`src/rtl/ahb_pkg.sv`:
```
// Shared AHB-Lite encodings for the slave-to-master return path:
// transfer/response constants, data-phase owner enum and default-slave states.
package ahb_pkg;

    localparam logic [1:0] HTRANS_IDLE   = 2'b00;
    localparam logic [1:0] HTRANS_BUSY   = 2'b01;
    localparam logic [1:0] HTRANS_NONSEQ = 2'b10;
    localparam logic [1:0] HTRANS_SEQ    = 2'b11;

    localparam logic HRESP_OKAY  = 1'b0;
    localparam logic HRESP_ERROR = 1'b1;

    typedef enum logic [2:0] {
        SEL_NONE    = 3'd0,
        SEL_GPIO    = 3'd1,
        SEL_MEM     = 3'd2,
        SEL_BRIDGE  = 3'd3,
        SEL_DEFAULT = 3'd4
    } resp_sel_t;

    typedef enum logic [1:0] {
        D_IDLE = 2'd0,
        D_ERR1 = 2'd1,
        D_ERR2 = 2'd2
    } dslv_state_t;

    // Overlapping decoder selects resolve GPIO > MEM > BRIDGE > DEFAULT.
    function automatic resp_sel_t encode_sel(input logic g, input logic m,
                                             input logic b, input logic d);
        if (g)      return SEL_GPIO;
        else if (m) return SEL_MEM;
        else if (b) return SEL_BRIDGE;
        else if (d) return SEL_DEFAULT;
        else        return SEL_NONE;
    endfunction

endpackage

```
`src/rtl/ahb_default_slave.sv`:
```
// Default slave: answers active transfers to unmapped space with the
// two-cycle AHB ERROR response; IDLE/BUSY complete OKAY with no wait.
module ahb_default_slave
    import ahb_pkg::*;
(
    input  logic hclk,
    input  logic hresetn,
    input  logic i_active,
    output logic o_hready,
    output logic o_hresp
);

    dslv_state_t r_state;
    dslv_state_t w_state_nxt;

    always_comb begin
        w_state_nxt = r_state;
        case (r_state)
            D_IDLE:  w_state_nxt = i_active ? D_ERR1 : D_IDLE;
            D_ERR1:  w_state_nxt = D_ERR2;
            D_ERR2:  w_state_nxt = i_active ? D_ERR1 : D_IDLE;
            default: w_state_nxt = D_IDLE;
        endcase
    end

    always_ff @(posedge hclk or negedge hresetn) begin
        if (!hresetn) r_state <= D_IDLE;
        else          r_state <= w_state_nxt;
    end

    // Outputs depend on state only, so no path from htrans/sel to hready.
    assign o_hready = (r_state != D_ERR1);
    assign o_hresp  = (r_state == D_IDLE) ? HRESP_OKAY : HRESP_ERROR;

endmodule

```
`src/rtl/ahb_resp_mux.sv`:
```
// AHB-Lite return-path mux: registers the address-phase owner, routes the
// owning slave's data-phase response to the master and counts ERROR completions.
module ahb_resp_mux
    import ahb_pkg::*;
#(
    parameter int                DATA_W        = 32,
    parameter logic [DATA_W-1:0] DEFAULT_RDATA = '0,
    parameter int                ERR_CNT_W     = 8
) (
    input  logic                 hclk,
    input  logic                 hresetn,
    input  logic [1:0]           htrans,
    input  logic                 sel_gpio,
    input  logic                 sel_mem,
    input  logic                 sel_bridge,
    input  logic                 sel_default,
    input  logic [DATA_W-1:0]    hrdata_gpio,
    input  logic [DATA_W-1:0]    hrdata_mem,
    input  logic [DATA_W-1:0]    hrdata_bridge,
    input  logic                 hreadyout_gpio,
    input  logic                 hreadyout_mem,
    input  logic                 hreadyout_bridge,
    input  logic                 hresp_gpio,
    input  logic                 hresp_mem,
    input  logic                 hresp_bridge,
    input  logic                 err_clr,
    output logic [DATA_W-1:0]    hrdata,
    output logic                 hready,
    output logic                 hresp,
    output logic [ERR_CNT_W-1:0] err_cnt
);

    resp_sel_t            w_asel;
    resp_sel_t            r_dsel;
    logic                 w_trans_act;
    logic                 w_dflt_active;
    logic                 w_dflt_hready;
    logic                 w_dflt_hresp;
    logic [ERR_CNT_W-1:0] r_err_cnt;

    assign w_asel        = encode_sel(sel_gpio, sel_mem, sel_bridge, sel_default);
    assign w_trans_act   = (htrans == HTRANS_NONSEQ) || (htrans == HTRANS_SEQ);
    assign w_dflt_active = hready & w_trans_act &
                           ((w_asel == SEL_DEFAULT) || (w_asel == SEL_NONE));

    always_ff @(posedge hclk or negedge hresetn) begin
        if (!hresetn)    r_dsel <= SEL_NONE;
        else if (hready) r_dsel <= w_asel;
    end

    ahb_default_slave u_dflt (
        .hclk     (hclk),
        .hresetn  (hresetn),
        .i_active (w_dflt_active),
        .o_hready (w_dflt_hready),
        .o_hresp  (w_dflt_hresp)
    );

    always_comb begin
        hrdata = DEFAULT_RDATA;
        hready = w_dflt_hready;
        hresp  = w_dflt_hresp;
        case (r_dsel)
            SEL_GPIO: begin
                hrdata = hrdata_gpio;
                hready = hreadyout_gpio;
                hresp  = hresp_gpio;
            end
            SEL_MEM: begin
                hrdata = hrdata_mem;
                hready = hreadyout_mem;
                hresp  = hresp_mem;
            end
            SEL_BRIDGE: begin
                hrdata = hrdata_bridge;
                hready = hreadyout_bridge;
                hresp  = hresp_bridge;
            end
            default: begin
            end
        endcase
    end

    // Clear beats a same-cycle completion; the counter sticks at all-ones.
    always_ff @(posedge hclk or negedge hresetn) begin
        if (!hresetn)
            r_err_cnt <= '0;
        else if (err_clr)
            r_err_cnt <= '0;
        else if (hready && hresp && (r_err_cnt != {ERR_CNT_W{1'b1}}))
            r_err_cnt <= r_err_cnt + 1'b1;
    end

    assign err_cnt = r_err_cnt;

endmodule

```
`config.mk`:
```
export PLATFORM = sky130hd
export DESIGN_NAME = ahb_resp_mux
export DESIGN_NICKNAME = d
export VERILOG_FILES = /design/src/rtl/ahb_pkg.sv /design/src/rtl/ahb_default_slave.sv /design/src/rtl/ahb_resp_mux.sv
export SDC_FILE = /design/constraint.sdc
export NUM_CORES = 1
export LEC_CHECK = 0
export ABC_AREA = 1
export CAP_MARGIN = 10
export CORE_MARGIN = 4
export CORE_UTILIZATION = 25
export DETAILED_ROUTE_END_ITERATION = 10
export PLACE_DENSITY = 0.74
export SYNTH_ARGS = -nofsm -noshare
export SYNTH_HDL_FRONTEND = slang
export SYNTH_SLANG_ARGS = --single-unit
```
`constraint.sdc`:
```
create_clock -name hclk -period 1.7 [get_ports hclk]
set_clock_uncertainty 0.2 [all_clocks]
set_input_delay 0.34 -clock hclk [delete_from_list [all_inputs] [get_ports hclk]]
set_output_delay 0.34 -clock hclk [all_outputs]
set_load 0.01 [all_outputs]
```
==> impl_metrics.csv, run 1 <==
group,metric,value,unit
run_status,status,"finished with violations",
run_status,violations,"negative setup slack",
critical_path,start_kind,"flip-flop",
final_layout,n_antenna_cell,0,
pwr,clock_power_share,0.050,
pwr,p_comb_frac,0.874,
die,die_w,82.2,µm
die,chipHeight,82.2,µm
critical_path,path_class,"flip-flop to output port",
clocking,clockBufferDepth,2,
critical_path,cp_max_fo,8,
die,std_cell_rows,26,
sta,period_needed,2.09,ns
place,place_congestion,0.813,
clocking,insertion_delay,0.25,ns
yosys,synth_largest_area_cell,"nand2_1",
final_layout,fin_area,0.00398,mm²
final_layout,finalNonFillerCells,501,
pwr,switchingPower,2.57,mW
pwr,power_leakage,2.04,nW
sta,rsz0062_at_grt,"yes",
die,core_area,0.00524,mm²
yosys,yosysWarnings,0,
yosys,yosysSeqAreaShare,0.236,
detailed_routing,route.vias.total,2447,
pwr,p_per_area,1460,mW/mm²
clocking,root_buffer,"clkbuf_8",
yosys,synth_area,0.00138,mm²
worst_hold_path,hp-class,"primary input to asynchronous set/reset pin",
yosys,ys.flop_type,"dfrtp_1",
place,hpwl,5030,µm
sta,layout_setup_ws,-0.387,ns
final_layout,nets,544,
yosys,syn_nets,359,
pwr,power_switching_share,0.442,
clocking,cts_tree,"built",
critical_path,worstSetupEndpointType,"output port",
die,start_util,0.263,
final_layout,areaGrowthSynthToFinish,189,%
final_layout,drive_gt1_frac,0.411,
die,dieArea,0.00676,mm²
detailed_routing,wl,8450,µm
place,dp.cells,477,
sta,finalHoldViolCount,0,
yosys,synth.most_common_cell,"nand2_1",
sta,maxSlewHeadroom,0.845,
detailed_routing,first_iter_violations,127,
yosys,syn_avg_cell_area,5.58,µm²
sta,tightestPinTransition,0.232,ns
pwr,intPower,3.24,mW
sta,setup_violations,42,
critical_path,cp.arrival,1.55,ns
detailed_routing,wire_per_inst,16.9,µm
grt,grtUsageTotal,0.212,
yosys,synth_common_cells,"nand2_1, nand3_1, inv_1, dfrtp_1, nand4_1",
die,num_io_pins,153,
place,io_buffers,151,
clocking,cts.sinks,13,
grt,grt_max_degree,17,
yosys,synthCells,247,
job,drv_cap,0,
detailed_routing,ant_nets,0,
yosys,synth_edf_count,0,
grt,overflow,0,
grt,grt_first_pass_wirelength,11200,µm
detailed_routing,drcViolationCount,0,
pwr,seq_power_share,0.076,
yosys,synth-async-reset-ratio,1.00,
yosys,ys_seq_elements,13,
detailed_routing,via_per_inst,4.88,
yosys,yosys-top-cells-area,"nand2_1, dfrtp_1, nand3_1",
clocking,h-tree-depth,1,
yosys,yosysTopAreaCellShare,0.313,
detailed_routing,first_pass_iters,5,
sta,final_max_slew_viol_count,0,
sta,fmax,479,MHz
sta,finalCritPeriodShare,1.23,
pwr,vdd_drop_max,1070,µV
critical_path,required,1.16,ns
clocking,postCtsHoldBufs,0,
grt,antenna_found_initial,0,
grt,grt_pass1_vias,2372,
place,placed_area,0.00312,mm²
clocking,cts.clk_slew.worst_paths,0.06,ns
clocking,cts_buffers,3,
yosys,synth_cell_type_count,18,
worst paths after layout:
check / startpoint / end / slack [ns] / cells after the start
max: r_dsel[2] / hrdata[12] / -0.39 / 8
min: hresetn / err_cnt[7] / 0.19 / 2
max reg2reg: r_dsel[2] / err_cnt[6] / -0.16 / 11
min reg2reg: err_cnt[1] / err_cnt[1] / 0.38 / 2
max in group asynchronous: hresetn / r_dsel[0] / 0.92 / 2
min in group hclk: err_cnt[1] / err_cnt[1] / 0.38 / 2
worst max-delay path: stages, from the launching register on:
cell and delay, ns:
dfrtp_1 0.39, inv_2 0.11, nand2_4 0.08, nor2_4 0.15, buf_6 0.15, buf_16 0.15, nand2_4 0.06, nand3_2 0.08
buf_6 0.11
power by group through the flow:
stage,Sequential (mW),Clock [mW],Combinational [mW]
3_3_place_gp,0.428,0,3.29
3_5_place_dp,0.430,0,3.31
6_report,0.444,0.291,5.08
2_1_floorplan,0.416,0,1.46
5_1_grt,0.453,0.310,5.41
4_1_cts,0.443,0.295,4.26
layer usage:
metal  GRT usage  wire length [µm]  vias to the layer above
li1            -                 -                     1178
met1       0.226              2970                     1120
met2       0.398              4430                      126
met3      0.0542               787                       23
met4      0.0764               259                        0
met5           0                 0                        -
layout by cell type, fill, tap and decap left out:
master,n
a21oi_1,1
buf_12,6
buf_16,6
buf_2,2
buf_4,19
buf_6,40
buf_8,1
clkbuf_8,3
clkdlybuf4s50_1,109
clkinv_2,1
dfrtp_1,10
dfrtp_2,3
dlygate4sd2_1,7
dlymetal6s2s_1,1
ha_1,1
inv_1,15
inv_2,1
inv_4,1
nand2_1,71
nand2_2,26
nand2_4,19
nand3_1,16
nand3_2,43
nand3_4,1
nand4_1,9
nor2_1,4
nor2_4,4
nor3_2,1
o21ai_0,3
o21ai_1,1
o21bai_1,1
xnor2_1,2
xor2_1,3
per-stage QoR:
stage / TNS, ns / worst slack [ns] / hold slack (ns) / util / power, mW
after floorplan: 0 / 0.0218 / -0.156 / - / 1.88
after global placement: -15.04 / -0.435 / 0.309 / 0.596 / 3.71
after detailed placement: -16.18 / -0.463 / 0.328 / 0.596 / 3.74
after CTS: -12.38 / -0.403 / 0.187 / 0.693 / 5.00
after global routing: -15.40 / -0.443 / 0.212 / 0.761 / 6.17
final: -12.49 / -0.387 / 0.188 / 0.761 / 5.82
repair_timing:
action | in CTS | in global routing
gates cloned | 7 | 0
setup buffers | 10 | 4
hold endpoints to repair | 0 | 0
resized for setup | 236 | 75
setup endpoints to repair | 50 | 47
pin swaps | 16 | 21
sequential cells by signal (all words and copies together) (netlist names):
name and count:
err_cnt 8, r_dsel 3, u_dflt.r_state 2
layout make-up:
type / count / area [µm²]
clock inverters: 1 / 5.00
well taps: 70 / 87.6
fillers: 373 / 1250
multi-input cells: 206 / 1390
inverters: 17 / 66.3
repair buffers: 191 / 2070
clock buffers: 3 / 41.3
flip-flops and latches: 13 / 329
cells by family (layout without fill, tap and decap cells):
logic type	after synthesis	after routing	synth area share
AO/OA/AOI/OAI	6	6	0.0236
XOR/XNOR	5	5	0.0318
adder cells (fa/ha/maj)	1	1	0.00908
buffers and inverters	28	212	0.0826
flip-flops	13	13	0.236
AND/OR/NAND/NOR	194	194	0.617
Note: power is estimated with default switching activity, not from simulation.
==> inputs of run 2 (changes only) <==
--- a/config.mk
+++ b/config.mk
@@ -9,6 +9,7 @@
 export CAP_MARGIN = 10
 export CORE_MARGIN = 4
 export CORE_UTILIZATION = 25
+export CTS_CLUSTER_SIZE = 8
 export DETAILED_ROUTE_END_ITERATION = 10
 export PLACE_DENSITY = 0.74
 export SYNTH_ARGS = -nofsm -noshare
==> results of run 2 <==
Same layout as run 1: the final DEF is identical, and so are final timing and power.
==> inputs of run 3 (changes only) <==
--- a/config.mk
+++ b/config.mk
@@ -8,10 +8,12 @@
 export ABC_AREA = 1
 export CAP_MARGIN = 10
 export CORE_MARGIN = 4
-export CORE_UTILIZATION = 25
+export CORE_UTILIZATION = 45
 export CTS_CLUSTER_SIZE = 8
 export DETAILED_ROUTE_END_ITERATION = 10
-export PLACE_DENSITY = 0.74
+export DONT_BUFFER_PORTS = 1
+export HOLD_SLACK_MARGIN = 0.05
+export PLACE_DENSITY = 0.59
 export SYNTH_ARGS = -nofsm -noshare
 export SYNTH_HDL_FRONTEND = slang
 export SYNTH_SLANG_ARGS = --single-unit
==> run 3 against run 2 <==
Compared with the run above: worst setup slack better by 0.091 ns; clock-buffer cell count is 1 higher; the flow still finishes with violations (negative setup slack); final cell count is 38% lower; global-route usage rose by 4.6 points; largest power group unchanged; cell area down 43%; via count decreased by 22%; highest routed layer unchanged; register-to-register slack improved by 0.17 ns; largest cell class is now multi-input combinational cells; non-clock buffer count is 149 lower; critical path type unchanged.
==> impl_metrics.csv, run 3 (synthesis gave the netlist of run 1 again) <==
group,metric,value,unit
final_layout,largest_reg_flops,8,
sta,tns,-9.19,ns
sta,final_max_slew_viol_count,0,
final_layout,final_common_cell,"nand2_1",
critical_path,worstSetupEndpointType,"output port",
place,place_congestion,0.783,
grt,grtUsageTotal,0.258,
sta,finalCritPeriodShare,1.17,
critical_path,path_depth,7,
critical_path,path_buf_inv,3,
worst_hold_path,hp-class,"primary input to flip-flop",
clocking,cts.clk_slew.worst_paths,0.08,ns
run_status,status,"finished with violations",
sta,layout_setup_ws,-0.296,ns
worst_hold_path,hold_depth,3,
critical_path,timing.rr.start,"err_cnt[0]",
grt,antenna_found_initial,0,
place,hpwl,4040,µm
sta,rsz0062_at_grt,"yes",
pwr,power_leakage,1.21,nW
die,chipHeight,63.3,µm
clocking,cts_buffers,3,
die,num_io_pins,153,
sta,maxSlewHeadroom,0.584,
die,std_cell_rows,19,
critical_path,path_class,"flip-flop to output port",
clocking,cts.sinks,13,
worst_hold_path,hp-start,"sel_gpio",
sta,finalHoldViolCount,0,
critical_path,path_cells,"inv_2, nand2_4, nor2_4, buf_12, buf_6, nand2_1, nand3_2",
clocking,insertion_delay,0.28,ns
final_layout,areaGrowthSynthToFinish,63.9,%
place,dp.cells,286,
pwr,power_switching_share,0.514,
grt,grt_max_degree,26,
critical_path,slowest_delay,0.40,ns
final_layout,fin_area,0.00226,mm²
place,dpl_worst_slack,-0.0692,ns
sta,hold_ws,0.0931,ns
pwr,intPower,1.95,mW
sta,tightestPinTransition,0.622,ns
final_layout,final_cell_mix,"nand2_1, nand3_2, nand2_2",
final_layout,n_antenna_cell,0,
critical_path,timing.rr.end,"err_cnt[1]",
final_layout,fillers,190,
run_status,violations,"negative setup slack",
critical_path,cp_max_fo,7,
detailed_routing,wl,6260,µm
die,die_w,63.3,µm
critical_path,start_kind,"flip-flop",
place,placed_area,0.00155,mm²
detailed_routing,via_per_inst,6.09,
grt,overflow,0,
critical_path,r2r_slack,0.01,ns
detailed_routing,wire_per_inst,20.0,µm
die,core_area,0.00283,mm²
pwr,p_per_area,1780,mW/mm²
critical_path,cp_top_family,"flip-flops",
job,drv_cap,0,
die,dieArea,0.00401,mm²
final_layout,finalNonFillerCells,313,
pwr,p_comb_frac,0.843,
critical_path,required,1.16,ns
die,start_util,0.487,
sta,period_needed,2.00,ns
detailed_routing,first_pass_iters,4,
critical_path,cp.arrival,1.46,ns
critical_path,cpMaxStageDelayCell,"dfrtp_1",
pwr,switchingPower,2.06,mW
sta,fmax,501,MHz
worst_hold_path,hold_path_end,"r_dsel[2]",
clocking,cts_tree,"built",
clocking,root_buffer,"clkbuf_4",
pwr,seq_power_share,0.108,
grt,grt_first_pass_wirelength,8440,µm
final_layout,drive_gt1_frac,0.457,
clocking,clockBufferDepth,2,
critical_path,reg2regPathDepth,9,
place,io_buffers,0,
clocking,h-tree-depth,1,
detailed_routing,route.vias.total,1906,
pwr,clock_power_share,0.049,
detailed_routing,ant_nets,0,
pwr,vdd_drop_max,1170,µV
detailed_routing,drcViolationCount,0,
sta,setup_violations,34,
final_layout,nets,395,
grt,grt_pass1_vias,1735,
detailed_routing,first_iter_violations,106,
## run 3: per-layer routing
layer  GRT usage  part of all wire  vias up
li1            -                 -      876
met1       0.281              0.35      915
met2       0.489              0.55       95
met3      0.0657             0.072       20
met4      0.0647             0.025        0
met5           0                 0        -
## run 3: final cells by class
class | count | area [µm²] | share of cell area
inverters | 17 | 63.8 | 0.0283
clock buffers | 4 | 26.3 | 0.0116
flip-flops and latches | 13 | 328 | 0.145
repair buffers | 42 | 502 | 0.222
multi-input cells | 206 | 1300 | 0.575
well taps | 31 | 38.8 | 0.0172
## run 3: stage by stage
step	power (mW)	utilization
floorplan	1.88	-
global placement	2.45	0.549
detailed placement	2.50	0.549
CTS	3.08	0.653
global route	4.28	0.798
finish	4.01	0.798
## run 3: power by group through the flow
| stage | Sequential, mW | Combinational, mW | Clock [mW] |
|---|---|---|---|
| 2_1_floorplan | 0.416 | 1.46 | 0 |
| 3_3_place_gp | 0.416 | 2.03 | 0 |
| 3_5_place_dp | 0.416 | 2.09 | 0 |
| 4_1_cts | 0.418 | 2.46 | 0.204 |
| 5_1_grt | 0.438 | 3.61 | 0.224 |
| 6_report | 0.433 | 3.38 | 0.196 |
## run 3: repair_timing
item                                    4_1_cts  5_1_grt
hold endpoints to repair                     15        0
buffers inserted                              2        9
cloned                                        1        7
endpoints found under the setup margin       35       44
hold buffers                                  4        0
pin swaps                                     2       30
gates resized for setup                      42       54
## run 3: how the worst max path moves through the flow
stage              start          to
4_1_cts        r_dsel[2]  hrdata[28]
3_5_place_dp   r_dsel[2]  hrdata[25]
6_report       r_dsel[2]  hrdata[15]
2_1_floorplan  r_dsel[2]   hrdata[0]
3_3_place_gp   r_dsel[2]  hrdata[25]
5_1_grt        r_dsel[2]   hrdata[4]
## run 3: worst min-delay path: stages
cell,delay [ns]
a21oi_1,0.04
nand4_1,0.08
o21ai_0,0.07
